--- config.mk ---
export PLATFORM = sky130hd
export DESIGN_NAME = uart_tx
export DESIGN_NICKNAME = d
export VERILOG_FILES = /design/src/rtl/uart_tx_pkg.sv /design/src/rtl/uart_tx.sv
export SDC_FILE = /design/constraint.sdc
export NUM_CORES = 1
export LEC_CHECK = 0
export BUFFER_PORTS_ARGS = -buffer_cell sky130_fd_sc_hd__buf_2
export CORE_MARGIN = 2
export CORE_UTILIZATION = 29
export CTS_BUF_LIST = sky130_fd_sc_hd__clkbuf_4
export CTS_CLUSTER_SIZE = 16
export DETAILED_ROUTE_END_ITERATION = 8
export GPL_TIMING_DRIVEN = 0
export PLACE_DENSITY = 0.42
export SLEW_MARGIN = 20
export SYNTH_ARGS = -nofsm -noshare
export SYNTH_HDL_FRONTEND = slang
export SYNTH_SLANG_ARGS = --single-unit
export TNS_END_PERCENT = 50
--- constraint.sdc ---
create_clock -name clk -period 2.1 [get_ports clk]
set_input_delay 0.105 -clock clk [delete_from_list [all_inputs] [get_ports clk]]
set_output_delay 0.105 -clock clk [all_outputs]
set_load 0.05 [all_outputs]
--- src/rtl/uart_tx_pkg.sv ---
// Shared definitions for the UART transmitter: FSM state encoding and line levels.
package uart_tx_pkg;

    typedef enum logic [2:0] {
        IDLE   = 3'd0,
        START  = 3'd1,
        DATA   = 3'd2,
        PARITY = 3'd3,
        STOP   = 3'd4
    } state_e;

    localparam logic TXD_IDLE  = 1'b1;
    localparam logic TXD_START = 1'b0;

endpackage

--- src/rtl/uart_tx.sv ---
// UART transmitter with a one-entry holding buffer, advanced by an external baud tick.
// Define UART_TX_PARITY_EN to append an even-parity bit after the data bits.
module uart_tx
    import uart_tx_pkg::*;
#(
    parameter int unsigned DATA_BITS = 8,
    parameter int unsigned STOP_BITS = 1
) (
    input  logic                 clk,
    input  logic                 rst,
    input  logic                 tick,
    input  logic [DATA_BITS-1:0] din,
    input  logic                 din_valid,
    output logic                 din_ready,
    output logic                 txd,
    output logic                 busy
);

    localparam logic [3:0] LAST_BIT = 4'(DATA_BITS);

    state_e               state_q, state_d;
    logic [DATA_BITS-1:0] shift_q, shift_d;
    logic [DATA_BITS-1:0] buf_q, buf_d;
    logic                 buf_full_q, buf_full_d;
    logic [3:0]           bit_cnt_q, bit_cnt_d;
    logic                 stop_cnt_q, stop_cnt_d;
    logic                 txd_q, txd_d;
`ifdef UART_TX_PARITY_EN
    logic                 parity_q, parity_d;
`endif
    logic                 accept;
    logic                 load;

    always_ff @(posedge clk or posedge rst) begin
        if (rst) begin
            state_q    <= IDLE;
            shift_q    <= '0;
            buf_q      <= '0;
            buf_full_q <= 1'b0;
            bit_cnt_q  <= '0;
            stop_cnt_q <= 1'b0;
            txd_q      <= TXD_IDLE;
`ifdef UART_TX_PARITY_EN
            parity_q   <= 1'b0;
`endif
        end else begin
            state_q    <= state_d;
            shift_q    <= shift_d;
            buf_q      <= buf_d;
            buf_full_q <= buf_full_d;
            bit_cnt_q  <= bit_cnt_d;
            stop_cnt_q <= stop_cnt_d;
            txd_q      <= txd_d;
`ifdef UART_TX_PARITY_EN
            parity_q   <= parity_d;
`endif
        end
    end

    always_comb begin
        state_d    = state_q;
        shift_d    = shift_q;
        buf_d      = buf_q;
        buf_full_d = buf_full_q;
        bit_cnt_d  = bit_cnt_q;
        stop_cnt_d = stop_cnt_q;
        txd_d      = txd_q;
`ifdef UART_TX_PARITY_EN
        parity_d   = parity_q;
`endif
        accept     = din_valid && !buf_full_q;
        load       = 1'b0;

        if (tick) begin
            unique case (state_q)
                IDLE: begin
                    if (buf_full_q) begin
                        load = 1'b1;
                    end
                end
                START: begin
                    txd_d     = shift_q[0];
                    shift_d   = shift_q >> 1;
                    bit_cnt_d = 4'd1;
                    state_d   = DATA;
                end
                DATA: begin
                    if (bit_cnt_q < LAST_BIT) begin
                        txd_d     = shift_q[0];
                        shift_d   = shift_q >> 1;
                        bit_cnt_d = bit_cnt_q + 4'd1;
                    end else begin
`ifdef UART_TX_PARITY_EN
                        txd_d   = parity_q;
                        state_d = PARITY;
`else
                        txd_d      = TXD_IDLE;
                        stop_cnt_d = 1'b0;
                        state_d    = STOP;
`endif
                    end
                end
`ifdef UART_TX_PARITY_EN
                PARITY: begin
                    txd_d      = TXD_IDLE;
                    stop_cnt_d = 1'b0;
                    state_d    = STOP;
                end
`endif
                STOP: begin
                    // With two stop bits the first tick only extends the high level.
                    if (STOP_BITS == 2 && !stop_cnt_q) begin
                        stop_cnt_d = 1'b1;
                    end else if (buf_full_q) begin
                        load = 1'b1;
                    end else begin
                        txd_d   = TXD_IDLE;
                        state_d = IDLE;
                    end
                end
                default: begin
                    txd_d   = TXD_IDLE;
                    state_d = IDLE;
                end
            endcase
        end

        if (load) begin
            shift_d    = buf_q;
            buf_full_d = 1'b0;
            txd_d      = TXD_START;
            state_d    = START;
`ifdef UART_TX_PARITY_EN
            parity_d   = ^buf_q;
`endif
        end

        // A load implies the buffer was full, so it never coincides with an accept.
        if (accept) begin
            buf_d      = din;
            buf_full_d = 1'b1;
        end
    end

    always_comb begin
        txd       = txd_q;
        din_ready = !buf_full_q;
        busy      = (state_q != IDLE) || buf_full_q;
    end

endmodule

==> results of run 1 <==
power by group through the flow:
| stage | logic (mW) | clock network, mW | registers (mW) |
|---|---|---|---|
| after detailed placement | 1.07 | 0 | 0.887 |
| after CTS | 1.08 | 0.237 | 0.876 |
| after global placement | 1.05 | 0 | 0.874 |
| final | 1.06 | 0.216 | 0.871 |
| after floorplan | 0.870 | 0 | 0.871 |
| after global routing | 1.17 | 0.257 | 0.906 |
registers in the layout (all words and copies together), names as in the netlist:
name and count:
state_q 3, buf_q 8, txd 1, bit_cnt_q 4, buf_full_q 1, shift_q 8
area by class of cell:
class	instances	area (µm²)	area share
flip-flops and latches	25	626.9	0.4168
inverters	8	30.03	0.01997
repair buffers	23	165.2	0.1098
plain buffers	6	52.55	0.03494
clock inverters	1	5.005	0.003328
well taps	50	62.56	0.04160
clock buffers	3	22.52	0.01498
multi-input cells	60	539.3	0.3586
metal layers:
metal | global-route usage | vias to the layer above | part of all wire
li1 | - | 402 | -
met1 | 0.1354 | 403 | 0.48
met2 | 0.1667 | 13 | 0.47
met3 | 0.03488 | 2 | 0.035
met4 | 0.03205 | 0 | 0.0089
met5 | 0 | - | 0
worst paths after layout:
check | slack (ps) | from | endpoint
worst min-delay path | 20 | din_valid | buf_full_q$_DFFE_PP0P_
worst min register to register | 500 | buf_q[7]$_DFFE_PP0P_ | shift_q[7]$_DFFE_PP0P_
min in group asynchronous | 410 | rst | shift_q[1]$_DFFE_PP0P_
max in group asynchronous | 1280 | rst | bit_cnt_q[1]$_DFFE_PP0P_
worst max register to register | 480 | state_q[0]$_DFFE_PP0P_ | shift_q[2]$_DFFE_PP0P_
worst max-delay path | 190 | state_q[0]$_DFFE_PP0P_ | busy
layout by cell type, fill, tap and decap left out, types with 2 or more instances in the layout:
| cell | n |
|---|---|
| buf_6 | 2 |
| clkbuf_4 | 3 |
| mux2_2 | 9 |
| nand2_1 | 5 |
| nor2b_1 | 2 |
| and4bb_4 | 2 |
| inv_1 | 7 |
| mux2_1 | 5 |
| o21ai_0 | 6 |
| buf_2 | 14 |
| dlygate4sd3_1 | 10 |
| mux2_4 | 6 |
| dfrtp_1 | 24 |
| nor2_1 | 4 |
stage by stage:
stage | hold WS, ps | power (mW) | util | instances
6_report | 19.16 | 2.150 | 0.3680 | 176
5_1_grt | 33.11 | 2.336 | 0.3680 | 176
4_1_cts | 12.01 | 2.195 | 0.3656 | 175
3_5_place_dp | 322.0 | 1.953 | 0.3368 | 162
3_3_place_gp | 313.0 | 1.920 | 0.3368 | 162
2_1_floorplan | 131.6 | 1.741 | - | 99
kinds of logic after synthesis:
family / count (synthesis)
AO/OA/AOI/OAI: 17
adder cells (fa/ha/maj): 1
buffers and inverters: 14
flip-flops: 25
multiplexers: 21
AND/OR/NAND/NOR: 21
timing repair:
| action | CTS | global route |
|---|---|---|
| setup buffers | 0 | 0 |
| hold buffers | 9 | 1 |
| gates resized for setup | 0 | 0 |
| endpoints found under the hold margin | 9 | 24 |
worst reg2reg max path: stages (launching register included):
cell and delay (ps):
dfrtp_1 430, and4bb_4 340, clkbuf_8 180, mux2_1 320, mux2_4 260
==> results.md, run 1 <==
- Die X: 69.62 µm
- Crit share post-route: 0.9084
- Core box area: 4086 µm²
- Comb pwr share: 0.494
- Vias/cell: 4.659
- Slew @ Worst Pin: 897.9 ps
- CP max FO: 10
- Syn_area_per_cell: 12.61 µm²
- Vias: 820
- Initial antenna violation count: 0
- # IOs: 15
- Total gr overflow: 0
- Switching Share: 0.3567
- Multiplexer share of the synthesized area: 0.2064
- Largest family of logic cells by synthesized area: multiplexers
- Final Setup Violations: 0
- Setup WS pre-CTS: 485.6 ps
- PD cells: 1430 nW/µm²
- Worst setup EP type: output port
- RSZ-0062 raised after global routing: false
- Cell with the most instances after synthesis: dfrtp_1
- Dominant cells by area after synthesis: dfrtp_1 48%, mux2_2 8.1%, mux2_4 7.2%
- Fin. max-slew vios: 0
- Dominant cell type by area after synthesis: dfrtp_1
- EDFF count, synth: 0
- Share of total power in the clock network: 0.101
- Worst Reg-to-Reg Cells: 4
- Final hold violation count: 0
- Final nets: 140
- Design area: 1504 µm²
- Initial Utilization: 0.3056
- Int Power: 1.383 mW
- Count of warnings emitted by yosys: 0
- Die span in y: 69.62 µm
- Final Wtd Congestion: 0.7475
- CTS H-tree depth: 1
- Compound-cell area share of the yosys netlist: 0.09619
- Clk pin slew, worst setup/hold paths: 140 ps
- Clock Sinks: 25
- Setup TNS: 0 ps
- Xor and xnor fraction of the mapped netlist area: 0
- Synth Area in Adders: 0.01002
- Largest stage delay, worst path: 630 ps
- CP max stage cell: or4_2
- Leakage: 0.6709 nW
- Hold Crit Class: primary input to register
- WL final: 2.357 mm
- Synth Flop Type: dfrtp_1
- Vias in the first global route: 840
- CTS buffer count: 3
- Max_slew headroom: 0.3977
- Total GRT Usage: 0.1049
- ANT nets after route: 0
- Number of DRC violations after detailed-routing iteration 0: 10
- Delay-heaviest family, CP: simple AND/OR/NAND/NOR gates
- Critical Path Start Type: register
- First-pass GRT wire length: 4.064 mm
- WL/cell: 13.39 µm
- Outcome: completed
- Core Rows: 23
- Unique masters post-synth: 37
- Cell area after synthesis: 1249 µm²
- Crit-path cells: buf_2 -> or4_2 -> buf_2
- Pre-antenna DRT Iters: 4
- P&R area growth vs syn: 20.44%
- CTS max path bufs: 2
- Layout cells sized above 1: 0.3571
- Sw Pwr: 767.0 µW
- Area after detailed placement: 1376 µm²
- Ant diodes: 0
- Synth Instances: 99
- Sequential share of power: 0.405
- DRC viols: 0
- Synth top area share: 0.4810
- Commonest cells post-synth: 24 x dfrtp_1, 9 x mux2_2, 8 x inv_1
- Worst EP arrival: 1800 ps
- Worst clock skew: 4.964 ps
- Final WS setup: 192.3 ps
- Pin count of the biggest net entering global routing: 26
- Root buffer cell: clkbuf_4
- HPWL after DPL: 1.620 mm
- Die area: 4847 µm²
- Synth Area in Simple Gates: 0.1192
- Buffers on Ports: 13
- Flop and latch count out of synthesis: 25
- F_max: 0.5242 GHz
- Layout filler cell count: 418
- Seq/Total Area, Yosys: 0.5020
- CTS tree: built
- Cell depth of the worst hold path: 3
- Critical path class: register to output port
- Minimum clock period: 1908 ps
- Ys async rst share: 1.000
- Worst skew pair latency: 320 ps
- Post-Syn Nets: 112
- Worst path depth: 3
- Peak supply drop: 0.6298 mV
- Critical path buffers and inverters: 2
- MaxCap Viol Count: 0
- Worst EP required: 2000 ps
- Cell mode on critical path: buf_2
No activity file was read; power rests on OpenSTA's default activity.
==> inputs of run 2 (changes only) <==
--- a/config.mk
+++ b/config.mk
@@ -12,7 +12,7 @@
 export CTS_CLUSTER_SIZE = 16
 export DETAILED_ROUTE_END_ITERATION = 8
 export GPL_TIMING_DRIVEN = 0
-export PLACE_DENSITY = 0.42
+export PLACE_DENSITY = 0.51
 export SLEW_MARGIN = 20
 export SYNTH_ARGS = -nofsm -noshare
 export SYNTH_HDL_FRONTEND = slang
==> run 2 against run 1 <==
Global-route usage down 0.83 points. Cell count up 0.57%. Combinational power barely moved. Via count increased by 0.61%. Sequential share of layout area is 0.38 points lower. Sequential power is essentially flat. First-iteration DRC count grew to 3.4 times the previous value. Critical path depth did not move. Count of clock-buffer cells in the layout did not move. Clock power increased by 11%. Design area rose by 0.92%. Highest routed layer is now met3.
==> results.md, run 2 (synthesized netlist as in run 1, its figures left out) <==
- Clk pin slew, worst setup/hold paths: 160 ps
- Buffers on Ports: 13
- Final Setup Violations: 0
- Hold path start: din[6]
- Core Rows: 23
- CTS H-tree depth: 1
- Largest stage delay, worst path: 630 ps
- Initial Utilization: 0.3056
- CTS max path bufs: 2
- R2R setup slack: 490 ps
- Hold_buf cts: 11
- HPWL after DPL: 1.531 mm
- Critical path class: register to output port
- Final Wtd Congestion: 0.7901
- Slew @ Worst Pin: 961.1 ps
- Vias: 825
- WL/cell: 12.46 µm
- Critical Path Start Type: register
- Most common cell after layout, fill and taps aside: dfrtp_1
- # IOs: 15
- Minimum clock period: 1910 ps
- FF-to-FF Start: state_q[0]$_DFFE_PP0P_
- PD cells: 1433 nW/µm²
- Most frequent cells in the layout: 24 x dfrtp_1, 14 x buf_2, 11 x dlygate4sd3_1, 9 x mux2_2, 8 x inv_1
- Peak supply drop: 0.6021 mV
- Worst setup EP type: output port
- Vias/cell: 4.661
- Total GRT Usage: 0.09653
- CP max stage cell: or4_2
- Crit-path cells: buf_2 -> or4_2 -> buf_2
- Root buffer cell: clkbuf_4
- CTS buffer count: 3
- Worst Reg-to-Reg Cells: 4
- DRC viols: 0
- Pre-antenna DRT Iters: 4
- Max_slew headroom: 0.3585
- Fin. max-slew vios: 0
- Ant diodes: 0
- Vias in the first global route: 813
- Setup crit end: busy
- Largest regs: buf_q: 8 flops, shift_q: 8 flops, bit_cnt_q: 4 flops
- CTS tree: built
- Clock Sinks: 25
- Worst EP arrival: 1810 ps
- WL final: 2.206 mm
- P&R area growth vs syn: 21.54%
- Crit share post-route: 0.9097
- Worst EP required: 2000 ps
- ANT nets after route: 0
- Total gr overflow: 0
- CP max FO: 10
- Cell mode on critical path: buf_2
- Utilization after layout: 0.3714
- Die area: 4847 µm²
- Die X: 69.62 µm
- RSZ-0062 raised after global routing: false
- Outcome: completed
- Reg-to-reg endpoint: shift_q[2]$_DFFE_PP0P_
- First-pass GRT wire length: 3.795 mm
- Leakage: 0.6794 nW
- Initial antenna violation count: 0
- Hold Crit Class: primary input to register
- # Post-CTS Setup Buffers: 0
- Core box area: 4086 µm²
- Die span in y: 69.62 µm
- Number of DRC violations after detailed-routing iteration 0: 34
- Crit path from: state_q[0]$_DFFE_PP0P_
- Pin count of the biggest net entering global routing: 26
- Final hold violation count: 0
- Layout cells sized above 1: 0.3543
- Setup TNS: 0 ps
- MaxCap Viol Count: 0
- CTS-repair resized insts: 0
- Worst skew pair latency: 330 ps
- F_max: 0.5235 GHz
- Final nets: 141
- Worst clock skew: 6.063 ps
-- run 2: how the worst min path moves through the flow --
stage                          endpoint  slack (ps)  depth (start not counted)
2_1_floorplan  bit_cnt_q[0]$_DFFE_PP0P_         130                          1
3_3_place_gp       buf_q[6]$_DFFE_PP0P_         320                          3
3_5_place_dp       buf_q[6]$_DFFE_PP0P_         320                          3
4_1_cts            buf_q[6]$_DFFE_PP0P_         490                          4
5_1_grt            buf_q[4]$_DFFE_PP0P_         500                          3
6_report           buf_q[6]$_DFFE_PP0P_         500                          4
-- run 2: power breakdown --
part	switching (mW)	internal, mW
Clock	0.163	0.0777
Sequential	0.151	0.723
Combinational	0.471	0.590
Total	0.784	1.39
-- run 2: critical path, delay by kind of cell, from the launching register on --
family,cells,cell delay (ps)
buf+inv,2,420
simple gates,1,630
flops,1,430
-- run 2: final cells by class --
cell class,count,area (µm²)
Fill cell,425,2569
Sequential cell,25,626.9
Multi-Input combinational cell,60,539.3
Timing Repair Buffer,24,175.2
Tap cell,50,62.56
Buffer,6,52.55
Inverter,8,30.03
Clock buffer,3,22.52
Clock inverter,1,8.758
-- run 2: metal layers --
metal / up-vias / share of wire / global-route usage
li1: 406 / - / -
met1: 401 / 0.50 / 0.1307
met2: 18 / 0.46 / 0.1549
met3: 0 / 0.038 / 0.03634
met4: 0 / 0 / 0.006410
met5: - / 0 / 0
-- run 2: stage by stage --
| step | std cells | setup WS (ps) | hold slack (ps) | area [µm²] | power, mW |
|---|---|---|---|---|---|
| after global placement | 162 | 494.0 | 324.5 | 1376 | 1.916 |
| after floorplan | 99 | 451.8 | 131.6 | 1249 | 1.741 |
| final | 177 | 189.7 | 502.2 | 1518 | 2.175 |
| after global routing | 177 | 116.6 | 498.8 | 1518 | 2.353 |
| after detailed placement | 162 | 488.6 | 317.9 | 1376 | 1.942 |
| after CTS | 177 | 177.4 | 490.7 | 1518 | 2.207 |
==> inputs of run 3 (changes only) <==
--- a/config.mk
+++ b/config.mk
@@ -11,7 +11,6 @@
 export CTS_BUF_LIST = sky130_fd_sc_hd__clkbuf_4
 export CTS_CLUSTER_SIZE = 16
 export DETAILED_ROUTE_END_ITERATION = 8
-export GPL_TIMING_DRIVEN = 0
 export PLACE_DENSITY = 0.51
 export SLEW_MARGIN = 20
 export SYNTH_ARGS = -nofsm -noshare
==> run 3 against run 2 <==
Wire length decreased by 1.9%. Total power decreased by 4.1%. Global-route usage increased by 0.37 points. Largest power group unchanged.
==> results.md, run 3 (synthesized netlist as in run 1, its figures left out) <==
- Outcome: completed
- First-pass GRT wire length: 3.891 mm
- Share of total power in the clock network: 0.104
- Setup TNS: 0 ps
- Die X: 69.62 µm
- Core box area: 4086 µm²
- WL/cell: 12.58 µm
- Total gr overflow: 0
- Layout cells sized above 1: 0.3525
- Die span in y: 69.62 µm
- CP max FO: 12
- F_max: 0.5391 GHz
- Initial Utilization: 0.3056
- Switching Share: 0.3630
- Clk pin slew, worst setup/hold paths: 140 ps
- Critical Path Start Type: register
- Final hold violation count: 0
- Pin count of the biggest net entering global routing: 26
- Final nets: 136
- Buffers on Ports: 14
- Vias in the first global route: 824
- Root buffer cell: clkbuf_4
- Pre-antenna DRT Iters: 4
- Hold_buf cts: 9
- Crit-path cells: or4_2 -> buf_2
- CTS max path bufs: 2
- Worst EP arrival: 1750 ps
- Layout filler cell count: 428
- Comb pwr share: 0.458
- Int Power: 1.329 mW
- CTS-repair resized insts: 0
- Ant diodes: 0
- DRC viols: 0
- Max_slew headroom: 0.7396
- Hold Crit Class: primary input to register
- Most common cell after layout, fill and taps aside: dfrtp_1
- Design area: 1461 µm²
- Vias: 828
- PnR Total Power: 2.087 mW
- Peak supply drop: 0.5003 mV
- Utilization after layout: 0.3576
- Vias/cell: 4.814
- Clock Sinks: 25
- Number of DRC violations after detailed-routing iteration 0: 44
- CTS H-tree depth: 1
- RSZ-0062 raised after global routing: false
- Sw Pwr: 757.6 µW
- Core Rows: 23
- Leakage: 0.6547 nW
- Total GRT Usage: 0.1002
- Area after detailed placement: 1344 µm²
- Area of the multi-input gates: 539.3 µm²
- P&R area growth vs syn: 17.03%
- CTS tree: built
- WL final: 2.163 mm
- Slew @ Worst Pin: 380.7 ps
- Final Setup Violations: 0
- Worst setup EP type: output port
- Crit share post-route: 0.8833
- Largest stage delay, worst path: 660 ps
- CTS buffer count: 3
- PD cells: 1428 nW/µm²
- MaxCap Viol Count: 0
- CP max stage cell: or4_2
- HPWL after DPL: 1.522 mm
- Register area: 626.9 µm²
- Largest regs: buf_q: 8 flops, shift_q: 8 flops, bit_cnt_q: 4 flops
- # IOs: 15
- Fin. max-slew vios: 0
- ANT nets after route: 0
- Sequential share of power: 0.437
- Worst skew pair latency: 320 ps
- # Post-CTS Setup Buffers: 0
- Final Wtd Congestion: 0.8064
- Die area: 4847 µm²
- Worst EP required: 2000 ps
- Setup WS pre-CTS: 292.8 ps
- Worst clock skew: 6.218 ps
- Most frequent cells in the layout: 24 x dfrtp_1, 14 x buf_2, 9 x mux2_2, 9 x dlygate4sd3_1, 8 x inv_1
- Minimum clock period: 1855 ps
- Critical path class: register to output port
- Final WS setup: 245.1 ps
- Initial antenna violation count: 0
run 3: final timing paths:
path,start,cells past startpoint,slack (ps),end
min in group asynchronous,rst,4,350,shift_q[0]$_DFFE_PP0P_
setup / recovery,state_q[0]$_DFFE_PP0P_,2,250,busy
hold / removal,din_valid,3,10,buf_full_q$_DFFE_PP0P_
setup reg to reg,state_q[1]$_DFFE_PP0P_,3,290,shift_q[5]$_DFFE_PP0P_
hold reg to reg,buf_q[7]$_DFFE_PP0P_,2,520,shift_q[7]$_DFFE_PP0P_
max in group asynchronous,rst,4,1460,txd$_DFFE_PP1P_
run 3: worst max-delay path: cells and delay by family, from the launching register on:
| family | cells | cell delay [ps] |
|---|---|---|
| buffers and inverters | 1 | 240 |
| DFF | 1 | 530 |
| and+or+nand+nor | 1 | 660 |
run 3: metrics by stage:
| step | cells | hold slack (ps) |
|---|---|---|
| 4_1_cts | 172 | 4.676 |
| 6_report | 172 | 14.91 |
| 5_1_grt | 172 | 49.07 |
| 3_5_place_dp | 159 | 181.0 |
| 3_3_place_gp | 159 | 169.7 |
| 2_1_floorplan | 99 | 131.6 |
run 3: area by class of cell:
cell class / count / area share
Clock buffer: 3 / 0.01541
Multi-Input combinational cell: 60 / 0.3690
Sequential cell: 25 / 0.4289
Tap cell: 50 / 0.04281
Inverter: 8 / 0.02055
Timing Repair Buffer: 25 / 0.1199
Clock inverter: 1 / 0.003425
run 3: routing by layer:
| metal | share of wire | vias up | GRT usage |
|---|---|---|---|
| li1 | - | 400 | - |
| met1 | 0.51 | 414 | 0.1334 |
| met2 | 0.45 | 12 | 0.1581 |
| met3 | 0.032 | 2 | 0.03634 |
| met4 | 0.0042 | 0 | 0.01923 |
| met5 | 0 | - | 0 |
run 3: power by group through the flow:
stage	combinational, mW	clock (mW)	sequential, mW
2_1_floorplan	0.870	0	0.871
3_3_place_gp	0.926	0	0.917
3_5_place_dp	0.951	0	0.922
4_1_cts	0.966	0.233	0.913
5_1_grt	1.04	0.261	0.947
6_report	0.956	0.218	0.913
